===== src/rtl/icache_pkg.sv =====
// icache_pkg
//   Shared types for the instruction cache: the cache geometry, the fetch
//   address overlay, the frame layout and the controller state encoding.
//   The geometry is fixed here so that every file agrees on field widths.
//   The optional performance counters in icache are enabled by defining
//   ICACHE_PERF_EN.
package icache_pkg;

  // Number of frames (power of two, >= 2) and the derived field widths
  localparam int ICACHE_SETS = 16;
  localparam int IDX_W       = $clog2(ICACHE_SETS);
  localparam int TAG_W       = 30 - IDX_W;

  // Fetch byte address viewed as tag / index / byte offset
  typedef struct packed {
    logic [TAG_W-1:0] tag;
    logic [IDX_W-1:0] idx;
    logic [1:0]       bytoff;
  } icachef_t;

  // One cache frame
  typedef struct packed {
    logic             valid;
    logic [TAG_W-1:0] tag;
    logic [31:0]      data;
  } icache_frame_t;

  typedef enum logic {
    IDLE  = 1'b0,
    FETCH = 1'b1
  } icache_state_t;

  // Memory is word addressed on a byte bus; drop the byte offset
  function automatic logic [31:0] word_align(input logic [31:0] addr);
    return {addr[31:2], 2'b00};
  endfunction

endpackage


===== src/rtl/icache_frame_array.sv =====
// icache_frame_array
//   ICACHE_SETS x icache_frame_t storage. Reads are asynchronous, writes
//   happen on the rising clock edge, and only the valid bits are reset
//   (asynchronously); tag and data contents are don't-care until filled.
// Ports
//   clk       in   clock
//   rst_n     in   asynchronous active-low reset, clears all valid bits
//   rd_idx    in   lookup index
//   rd_frame  out  frame at rd_idx (combinational)
//   wr_en     in   write strobe
//   wr_idx    in   index to write
//   wr_frame  in   frame contents to write
module icache_frame_array
  import icache_pkg::*;
(
  input  logic             clk,
  input  logic             rst_n,
  input  logic [IDX_W-1:0] rd_idx,
  output icache_frame_t    rd_frame,
  input  logic             wr_en,
  input  logic [IDX_W-1:0] wr_idx,
  input  icache_frame_t    wr_frame
);

  logic [ICACHE_SETS-1:0] valid_q;
  logic [TAG_W-1:0]       tag_q  [ICACHE_SETS];
  logic [31:0]            data_q [ICACHE_SETS];

  always_ff @(posedge clk or negedge rst_n) begin
    if (!rst_n) begin
      valid_q <= '0;
    end else if (wr_en) begin
      valid_q[wr_idx] <= wr_frame.valid;
    end
  end

  // Tag and data carry no reset; a frame is only trusted once valid is set
  always_ff @(posedge clk) begin
    if (wr_en) begin
      tag_q[wr_idx]  <= wr_frame.tag;
      data_q[wr_idx] <= wr_frame.data;
    end
  end

  always_comb begin
    rd_frame       = '0;
    rd_frame.valid = valid_q[rd_idx];
    rd_frame.tag   = tag_q[rd_idx];
    rd_frame.data  = data_q[rd_idx];
  end

endmodule


===== src/rtl/icache.sv =====
// icache
//   Direct-mapped, read-only instruction cache. Hits return the instruction
//   in the request cycle; a miss issues a single-word read to the memory
//   controller and fills the frame, after which the retried lookup hits.
//   Optional macro ICACHE_PERF_EN adds saturating hit/miss counters.
// Ports
//   CLK         in   clock
//   nRST        in   asynchronous active-low reset
//   imemREN     in   datapath instruction read request
//   imemaddr    in   fetch byte address (bits [1:0] ignored)
//   ihit        out  instruction valid this cycle
//   imemload    out  instruction word, zero when ihit=0
//   iREN        out  memory read request
//   iaddr       out  memory word address
//   iwait       in   memory busy
//   iload       in   memory read data
//   hit_count   out  (ICACHE_PERF_EN only) number of hit cycles
//   miss_count  out  (ICACHE_PERF_EN only) number of misses issued
module icache
  import icache_pkg::*;
(
  input  logic        CLK,
  input  logic        nRST,
  input  logic        imemREN,
  input  logic [31:0] imemaddr,
  output logic        ihit,
  output logic [31:0] imemload,
  output logic        iREN,
  output logic [31:0] iaddr,
  input  logic        iwait,
  input  logic [31:0] iload
`ifdef ICACHE_PERF_EN
  ,
  output logic [31:0] hit_count,
  output logic [31:0] miss_count
`endif
);

  icache_state_t state_q;
  logic [31:0]   miss_addr_q;

  icachef_t      req_f;
  icachef_t      miss_f;
  icache_frame_t rd_frame;
  icache_frame_t wr_frame;
  logic          wr_en;
  logic          hit;
  logic          unused_bytoff;

  assign req_f         = icachef_t'(imemaddr);
  assign miss_f        = icachef_t'(miss_addr_q);
  assign unused_bytoff = ^{req_f.bytoff, miss_f.bytoff};

  icache_frame_array u_frames (
    .clk      (CLK),
    .rst_n    (nRST),
    .rd_idx   (req_f.idx),
    .rd_frame (rd_frame),
    .wr_en    (wr_en),
    .wr_idx   (miss_f.idx),
    .wr_frame (wr_frame)
  );

  // Hits are only reported from IDLE, so the fill cycle never raises ihit
  assign hit = (state_q == IDLE) && imemREN && rd_frame.valid &&
               (rd_frame.tag == req_f.tag);

  assign ihit     = hit;
  assign imemload = hit ? rd_frame.data : 32'h0;

  // The fetch always uses the latched miss address, even if the datapath
  // redirects or stalls while it is in flight
  assign iREN  = (state_q == FETCH);
  assign iaddr = (state_q == FETCH) ? word_align(miss_addr_q) : 32'h0;

  assign wr_en = (state_q == FETCH) && !iwait;

  always_comb begin
    wr_frame       = '0;
    wr_frame.valid = 1'b1;
    wr_frame.tag   = miss_f.tag;
    wr_frame.data  = iload;
  end

  // Miss controller: IDLE looks up, FETCH waits on memory then fills
  always_ff @(posedge CLK or negedge nRST) begin
    if (!nRST) begin
      state_q     <= IDLE;
      miss_addr_q <= 32'h0;
    end else begin
      case (state_q)
        IDLE: begin
          if (imemREN && !hit) begin
            miss_addr_q <= imemaddr;
            state_q     <= FETCH;
          end
        end
        FETCH: begin
          if (!iwait) begin
            state_q <= IDLE;
          end
        end
        default: state_q <= IDLE;
      endcase
    end
  end

`ifdef ICACHE_PERF_EN
  logic [31:0] hit_cnt_q;
  logic [31:0] miss_cnt_q;

  // Saturating event counters; they stick at all-ones rather than wrapping
  always_ff @(posedge CLK or negedge nRST) begin
    if (!nRST) begin
      hit_cnt_q  <= 32'h0;
      miss_cnt_q <= 32'h0;
    end else begin
      if (hit && (hit_cnt_q != 32'hFFFF_FFFF)) begin
        hit_cnt_q <= hit_cnt_q + 32'd1;
      end
      if ((state_q == IDLE) && imemREN && !hit &&
          (miss_cnt_q != 32'hFFFF_FFFF)) begin
        miss_cnt_q <= miss_cnt_q + 32'd1;
      end
    end
  end

  assign hit_count  = hit_cnt_q;
  assign miss_count = miss_cnt_q;
`endif

endmodule


===== config.mk =====
export PLATFORM = sky130hd
export DESIGN_NAME = icache
export DESIGN_NICKNAME = d
export VERILOG_FILES = /design/src/rtl/icache_pkg.sv /design/src/rtl/icache_frame_array.sv /design/src/rtl/icache.sv
export SDC_FILE = /design/constraint.sdc
export NUM_CORES = 1
export LEC_CHECK = 0
export CORE_MARGIN = 3
export CORE_UTILIZATION = 30
export CTS_CLUSTER_DIAMETER = 200
export DETAILED_ROUTE_END_ITERATION = 10
export PLACE_DENSITY = 0.57
export SETUP_SLACK_MARGIN = 0.2
export SYNTH_ARGS = -nofsm -noshare
export SYNTH_HDL_FRONTEND = slang
export SYNTH_SLANG_ARGS = --single-unit

===== constraint.sdc =====
create_clock -name CLK -period 5.15 [get_ports CLK]
set_input_delay 0.7725 -clock CLK [delete_from_list [all_inputs] [get_ports CLK]]
set_output_delay 0.7725 -clock CLK [all_outputs]
set_load 0.005 [all_outputs]

==> flow_summary.toml, run 1 <==
[status]
status = "finished, final reports clean"

[global_routing]
grt_pass1_wl_um = 148000
groute.usage.overall_pct = 14.9
grt_max_degree = 60
grt_pass1_vias = 20700
antenna_found_initial = 11
overflow = 0

[setup_path]
critPathLaunchType = "input pin"
cp.arrival_ns = 4.22
r2r_end = "miss_addr_q[27]$_DFFE_PN0P_"
path_max_fanout = 14
crit_required_ns = 4.38
path_cells = "buf_16, buf_4, mux4_2, and3_1, a2111oi_0, nand3_1, and4b_1, and4_1, and3_4, buf_12, buf_12, and2_1, clkdlybuf4s50_1"
r2r_slack_ns = 1.84
slowest_delay_ns = 0.52
cp-end-kind = "primary output"
r2r-start = "u_frames.tag_q[15][17]$_DFFE_PP_"
cp_common_cell = "buf_12"
reg2reg_depth = 10
crit_path_top_delay_cell = "mux4_2"
critical_path_class = "in2out"

[floorplanning]
std_cell_rows = 131
start_util_pct = 30.4
coreArea_um2 = 129000
die_w_um = 367
die-area_um2 = 135000
pin_count = 134
chipHeight_um = 367

[placement]
port_buffers = 129
dp_hpwl_um = 58400
place.gp.congestion = 0.881
placed_cell_area_um2 = 43300

[drt]
ant_nets = 0
vias = 20000
drc = 0
drt_wl_total_um = 102000
first_pass_iters = 6
drtIter0Drc = 2408
vias_per_cell = 5.08
wl_per_cell_um = 25.9

[power_and_ir_drop]
seqPwrFrac_pct = 52.7
power.leakage_nw = 15.0
power.clock.fraction_pct = 39.5
p_per_area_nw_per_um2 = 383
comb_power_share_pct = 7.8
p_sw_share_pct = 22.8
switching_power_mw = 4.10
vdd_drop_max_v = 0.000300
intPower_mw = 13.9

[cts]
cts_htree_levels = 3
cts-hold-fix-buffers = 0
cts.sinks = 975
clock_latency_ns = 0.68
cts_buffers = 97
clk_root_buffer_cell = "clkbuf_16"
cts_tree = "built"
clk_pin_slew_ns = 0.06
clk_path_buf_depth = 3

[timing]
finalMaxSlewViolations = 0
worst_pin_slew_ns = 1.09
setup_violations = 0
fmaxAchievable_mhz = 200
min_period_ns = 4.99
timing.final.crit_share_pct = 96.9
hold_viol_final = 0
slew_headroom_pct = 27.2
rsz0062_at_grt = "yes"
fin_worst_skew_ns = 0.0469

[synthesis]
synth_top_flop_cell = "edfxtp_1"
ys_seq_area_share_pct = 74.3
netlist_area_um2 = 39100
synth.ff_latch_count = 975
synth_edf_count = 928
yosysUniqueCellTypes = 70
synth.avg_cell_area_um2 = 20.9
syn_inst = 1865
async_flop_share_pct = 4.82
synth_warnings = 0

[final_layout]
layout_commonest_cell = "edfxtp_1"
syn_to_final_growth_pct = 20.1
fillCellCount = 11800
final_design_area_no_fill_um2 = 46900
fin_nets = 2191
layout-drive-gt1-share_pct = 27.3
post-route-util_pct = 36.5
layout_common_cells = "edfxtp_1, mux4_2, clkdlybuf4s50_1"

[min_path]
hold_path.class = "in2async"

[flow_run]
maxCapViolCount = 0
==> area by class of cell <==
class / instances / area, um^2 / area share (%)
Clock buffer: 113 / 2530 / 5.39
Multi-Input combinational cell: 768 / 9600 / 20.5
Timing Repair Buffer: 275 / 2860 / 6.09
Antenna cell: 4 / 10.0 / 0.0213
Sequential cell: 975 / 29000 / 61.9
Inverter: 6 / 25.0 / 0.0533
Clock inverter: 69 / 686 / 1.46
Tap cell: 1729 / 2160 / 4.61
==> flip-flops by register name (all words and copies together) (netlist names) <==
name and flops:
u_frames.valid_q 16, miss_addr_q 30, u_frames.data_q 512, iREN 1
u_frames.tag_q 416
==> cell families after synthesis <==
family / Yosys count / share of synthesized area, %
buffers and inverters: 123 / 1.90
XOR/XNOR: 26 / 0.583
flip-flops: 975 / 74.3
other: 1 / 0.00960
AND/OR/NAND/NOR: 282 / 4.25
AO/OA/AOI/OAI: 130 / 2.50
multiplexers: 328 / 16.4
==> power groups by stage <==
stage	Sequential, mW	Combinational, mW	Clock, mW
after floorplan	9.45	0.785	0
after global placement	9.58	1.34	0
after detailed placement	9.63	1.37	0
after CTS	9.46	1.41	7.24
after global routing	9.50	1.50	7.57
final	9.46	1.41	7.10
==> critical path: cells and delay by family <==
family | cells | cell delay [ns]
AND/OR/NAND/NOR | 6 | 1.39
buffers and inverters | 5 | 1.07
multiplexers | 1 | 0.52
AO/OA/AOI/OAI | 1 | 0.43
==> through the flow <==
step,setup TNS (ns),hold WS [ns],total power [mW],worst slack [ns],std cells
final,0,0.256,18.0,0.161,3939
after global routing,0,0.266,18.6,0.0757,3935
after CTS,0,0.234,18.1,0.192,3932
after detailed placement,-2.89,0.451,11.0,-0.135,3746
after global placement,-2.75,0.443,10.9,-0.125,3746
after floorplan,0,0.430,10.2,0.589,1866
==> metal layers <==
metal / share of wire, % / vias up / wire (um) / GRT usage, %
met5: 0.045 / - / 46 / 0
met2: 46 / 801 / 47000 / 23.1
met3: 7.1 / 156 / 7260 / 2.82
met4: 1.9 / 6 / 1970 / 3.14
li1: - / 8320 / - / -
met1: 45 / 10700 / 45900 / 21.9
==> synth_stat cells (3+ instances only) <==
cell | count | area [um^2]
a2111oi_0 | 3 | 26.3
a211o_1 | 3 | 26.3
a211oi_1 | 7 | 52.6
a21oi_1 | 5 | 25.0
a221o_1 | 4 | 40.0
a221oi_1 | 4 | 35.0
a22o_1 | 3 | 26.3
a32oi_1 | 31 | 272
and2_1 | 66 | 413
and3_1 | 6 | 37.5
and4_1 | 3 | 26.3
and4b_1 | 3 | 30.0
buf_1 | 9 | 33.8
buf_12 | 8 | 160
buf_2 | 33 | 165
buf_4 | 5 | 37.5
buf_6 | 9 | 101
clkbuf_1 | 51 | 191
dfrtp_1 | 47 | 1180
edfxtp_1 | 928 | 27900
inv_1 | 5 | 18.8
mux2_2 | 18 | 203
mux2i_1 | 66 | 661
mux4_1 | 15 | 394
mux4_2 | 229 | 5160
nand2_1 | 42 | 158
nand2b_1 | 12 | 75.1
nand3_1 | 7 | 35.0
nand3b_1 | 5 | 37.5
nor2_1 | 34 | 128
nor2b_1 | 10 | 62.6
nor3_1 | 22 | 110
nor3b_1 | 3 | 22.5
nor4_1 | 7 | 43.8
nor4b_1 | 30 | 263
o21ai_0 | 30 | 150
o22ai_1 | 8 | 50.1
o31ai_1 | 6 | 45.0
or2_2 | 16 | 100
or3_1 | 7 | 43.8
xnor2_1 | 9 | 78.8
xor2_1 | 17 | 149
==> timing repair <==
action,in CTS,in global routing
cloned,4,0
buffers inserted,0,3
endpoints found under the setup margin,33,33
resized for setup,48,18
pin swaps,1,4
==> worst max-delay path by stage <==
stage,start,to,slack [ns],cells after the start
final,imemaddr[2],imemload[7],0.16,13
after global routing,imemaddr[3],imemload[13],0.08,14
after CTS,u_frames.tag_q[1][3]$_DFFE_PP_,imemload[24],0.19,11
after detailed placement,imemaddr[3],imemload[23],-0.14,14
after global placement,imemaddr[3],imemload[23],-0.13,15
after floorplan,imemaddr[4],imemload[22],0.59,15
Note: power is estimated with default switching activity, not from simulation.
==> run 2, diff against run 1 <==
--- a/config.mk
+++ b/config.mk
@@ -5,11 +5,11 @@
 export SDC_FILE = /design/constraint.sdc
 export NUM_CORES = 1
 export LEC_CHECK = 0
+export ABC_AREA = 1
 export CORE_MARGIN = 3
 export CORE_UTILIZATION = 30
 export CTS_CLUSTER_DIAMETER = 200
 export DETAILED_ROUTE_END_ITERATION = 10
-export PLACE_DENSITY = 0.57
 export SETUP_SLACK_MARGIN = 0.2
 export SYNTH_ARGS = -nofsm -noshare
 export SYNTH_HDL_FRONTEND = slang
==> run 2 against run 1 <==
- sequential cell count unchanged
- wire length increased by 6.7%
- first-iteration DRC count up 8.4%
- sequential power decreased by 0.7%
- die area is 2.4% higher
- critical path depth is 4 higher
- clock skew shrank 0.024 ns
- via count increased by 30%
- largest power group unchanged
==> flow_summary.toml, run 2 <==
[status]
status = "finished, final reports clean"

[timing]
timing.final.crit_share_pct = 91.4
min_period_ns = 4.71
slew_headroom_pct = 34.6
fin_worst_skew_ns = 0.0233
fin_tns_setup_ns = 0
worst_pin_slew_ns = 0.981
finalMaxSlewViolations = 0
hold_viol_final = 0
rsz0062_at_grt = "no"
setup_violations = 0
timing.hold.ws_ns = 0.244
fmaxAchievable_mhz = 213

[power_and_ir_drop]
vdd_drop_max_v = 0.000240
seqPwrFrac_pct = 53.7
intPower_mw = 13.4
power.clock.fraction_pct = 38.7
p_per_area_nw_per_um2 = 375
power.leakage_nw = 16.6
p_sw_share_pct = 23.5
comb_power_share_pct = 7.6
switching_power_mw = 4.11

[synthesis]
ys_seq_area_share_pct = 72.6
synth.most_common_cell = "edfxtp_1"
synth_warnings = 0
syn_inst = 3314
synth_edf_count = 928
yosysTopAreaCell = "edfxtp_1"
synth_top_flop_cell = "edfxtp_1"
ys_top_cells_by_area = "edfxtp_1, nand2_1, nand3_1"
async_flop_share_pct = 4.82
yosysUniqueCellTypes = 32
netlist_area_um2 = 40000
yosysTopAreaCellShare_pct = 69.6
synth_commonest_cells = "edfxtp_1, nand2_1, nand3_1"
synth.avg_cell_area_um2 = 12.1
synth.ff_latch_count = 975

[setup_path]
critPathLaunchType = "input pin"
critical_path_class = "in2out"
cp.arrival_ns = 3.93
r2r-start = "iREN$_DFF_PN0_"
r2r_slack_ns = 1.84
cp_common_cell = "nand2_1"
r2r_end = "u_frames.data_q[6][14]$_DFFE_PP_"
cp-end-kind = "primary output"
path_cells = "buf_8, inv_8, buf_4, nand2_1, nand2_1, nand2_1, nand3_1, nand3_1, nand2_1, nand2_1, nand2_1, nand4_1, nand3b_1, buf_12, nor3_1, buf_4, clkdlybuf4s50_1"
slowest_delay_ns = 0.51
crit_path_top_delay_cell = "clkdlybuf4s50_1"
crit_required_ns = 4.38
path_max_fanout = 43
reg2reg_depth = 5

[global_routing]
grt_pass1_vias = 24600
antenna_found_initial = 8
groute.usage.overall_pct = 15.5
overflow = 0
grt_max_degree = 113
grt_pass1_wl_um = 161000

[final_layout]
layout-drive-gt1-share_pct = 8.24
regMostFlops = "u_frames.data_q"
layout_common_cells = "edfxtp_1, nand2_1, nand3_1"
reg_top3 = "u_frames.data_q (512), u_frames.tag_q (416), miss_addr_q (30)"
fin_nets = 3479
fillCellCount = 12700
final_design_area_no_fill_um2 = 46700
layout_commonest_cell = "edfxtp_1"
syn_to_final_growth_pct = 16.6
largest_reg_flops = 512
fin_cells = 5243

[cts]
clk_root_buffer_cell = "clkbuf_16"
cts-hold-fix-buffers = 0
clock_latency_ns = 0.66
clk_path_buf_depth = 3
cts.sinks = 975
clk_pin_slew_ns = 0.06
cts_htree_levels = 3
cts_buffers = 93
cts_tree = "built"

[floorplanning]
std_cell_rows = 133
coreArea_um2 = 132000
die-area_um2 = 138000
chipHeight_um = 371
pin_count = 134
start_util_pct = 30.3
die_w_um = 371

[drt]
drtIter0Drc = 2610
vias_per_cell = 4.96
vias = 26000
first_pass_iters = 6
wl_per_cell_um = 20.8
ant_nets = 0
drt_wl_total_um = 109000
drc = 0

[placement]
placed_cells = 5071
place.gp.congestion = 0.821
dp_hpwl_um = 58400
port_buffers = 129
placed_cell_area_um2 = 43700

[min_path]
hold_path.class = "in2async"

[flow_run]
maxCapViolCount = 0
-- run 2: cell types whose count changed in the layout (fill, tap and decap cells not counted), moves of 82 or more --
cell,previous run,this run
a21oi_1,5,247
nand3_1,7,262
nor2_1,22,136
inv_1,5,211
nand2_1,42,885
mux4_2,232,0
a221oi_1,2,84
-- run 2: power by group through the flow --
stage / Sequential, mW / Clock (mW) / Combinational [mW]
6_report: 9.39 / 6.77 / 1.33
5_1_grt: 9.43 / 7.22 / 1.46
4_1_cts: 9.39 / 6.89 / 1.33
3_5_place_dp: 9.56 / 0 / 1.33
3_3_place_gp: 9.55 / 0 / 1.31
2_1_floorplan: 9.43 / 0 / 0.761
-- run 2: worst max path at each step --
stage,from,slack (ns),depth (start not counted),to
global placement,imemaddr[2],0.38,10,imemload[27]
floorplan,iwait,1.17,3,u_frames.data_q[10][0]$_DFFE_PP_
global route,imemaddr[2],0.28,16,imemload[6]
CTS,imemaddr[2],0.36,10,imemload[25]
detailed placement,imemaddr[2],0.37,10,imemload[27]
finish,imemaddr[2],0.44,17,imemload[1]
-- run 2: cell type report --
type / instances / area [um^2] / area share [%]
Clock buffer: 121 / 2520 / 5.41
Tap cell: 1755 / 2200 / 4.71
Antenna cell: 3 / 7.51 / 0.0161
Sequential cell: 975 / 29000 / 62.3
Clock inverter: 48 / 458 / 0.982
Inverter: 217 / 837 / 1.79
Multi-Input combinational cell: 1908 / 9330 / 20.0
Timing Repair Buffer: 216 / 2260 / 4.85
-- run 2: through the flow --
| stage | utilization (%) | setup WS [ns] | total power, mW |
|---|---|---|---|
| 2_1_floorplan | - | 1.17 | 10.2 |
| 3_3_place_gp | 33.1 | 0.380 | 10.9 |
| 3_5_place_dp | 33.1 | 0.370 | 10.9 |
| 4_1_cts | 35.3 | 0.358 | 17.6 |
| 5_1_grt | 35.3 | 0.279 | 18.1 |
| 6_report | 35.4 | 0.445 | 17.5 |
-- run 2: critical path, delay by kind of cell --
family                 cells  cell delay (ns)
buffers and inverters      6             1.75
AND/OR/NAND/NOR           11             1.23
-- run 2: per-layer routing --
layer,vias to the layer above,global-route usage [%],wire length [um]
met5,-,0,37
met4,4,3.98,2290
met3,159,2.59,8410
met2,982,23.4,48600
met1,12900,23.0,49800
li1,12000,-,-
-- run 2: what timing repair did --
action / 4_1_cts / 5_1_grt
gates resized for setup: 0 / 1
buffers inserted: 0 / 0
endpoints found under the setup margin: 0 / 4
-- run 2: kinds of logic (layout without fill, tap and decap cells) --
family                 after synthesis  after routing  share of synthesized area [%]
flip-flops                         975            975                           72.6
other                                1              5                        0.00937
buffers and inverters              432            602                           4.45
AO/OA/AOI/OAI                      547            547                           8.75
AND/OR/NAND/NOR                   1359           1359                           14.2
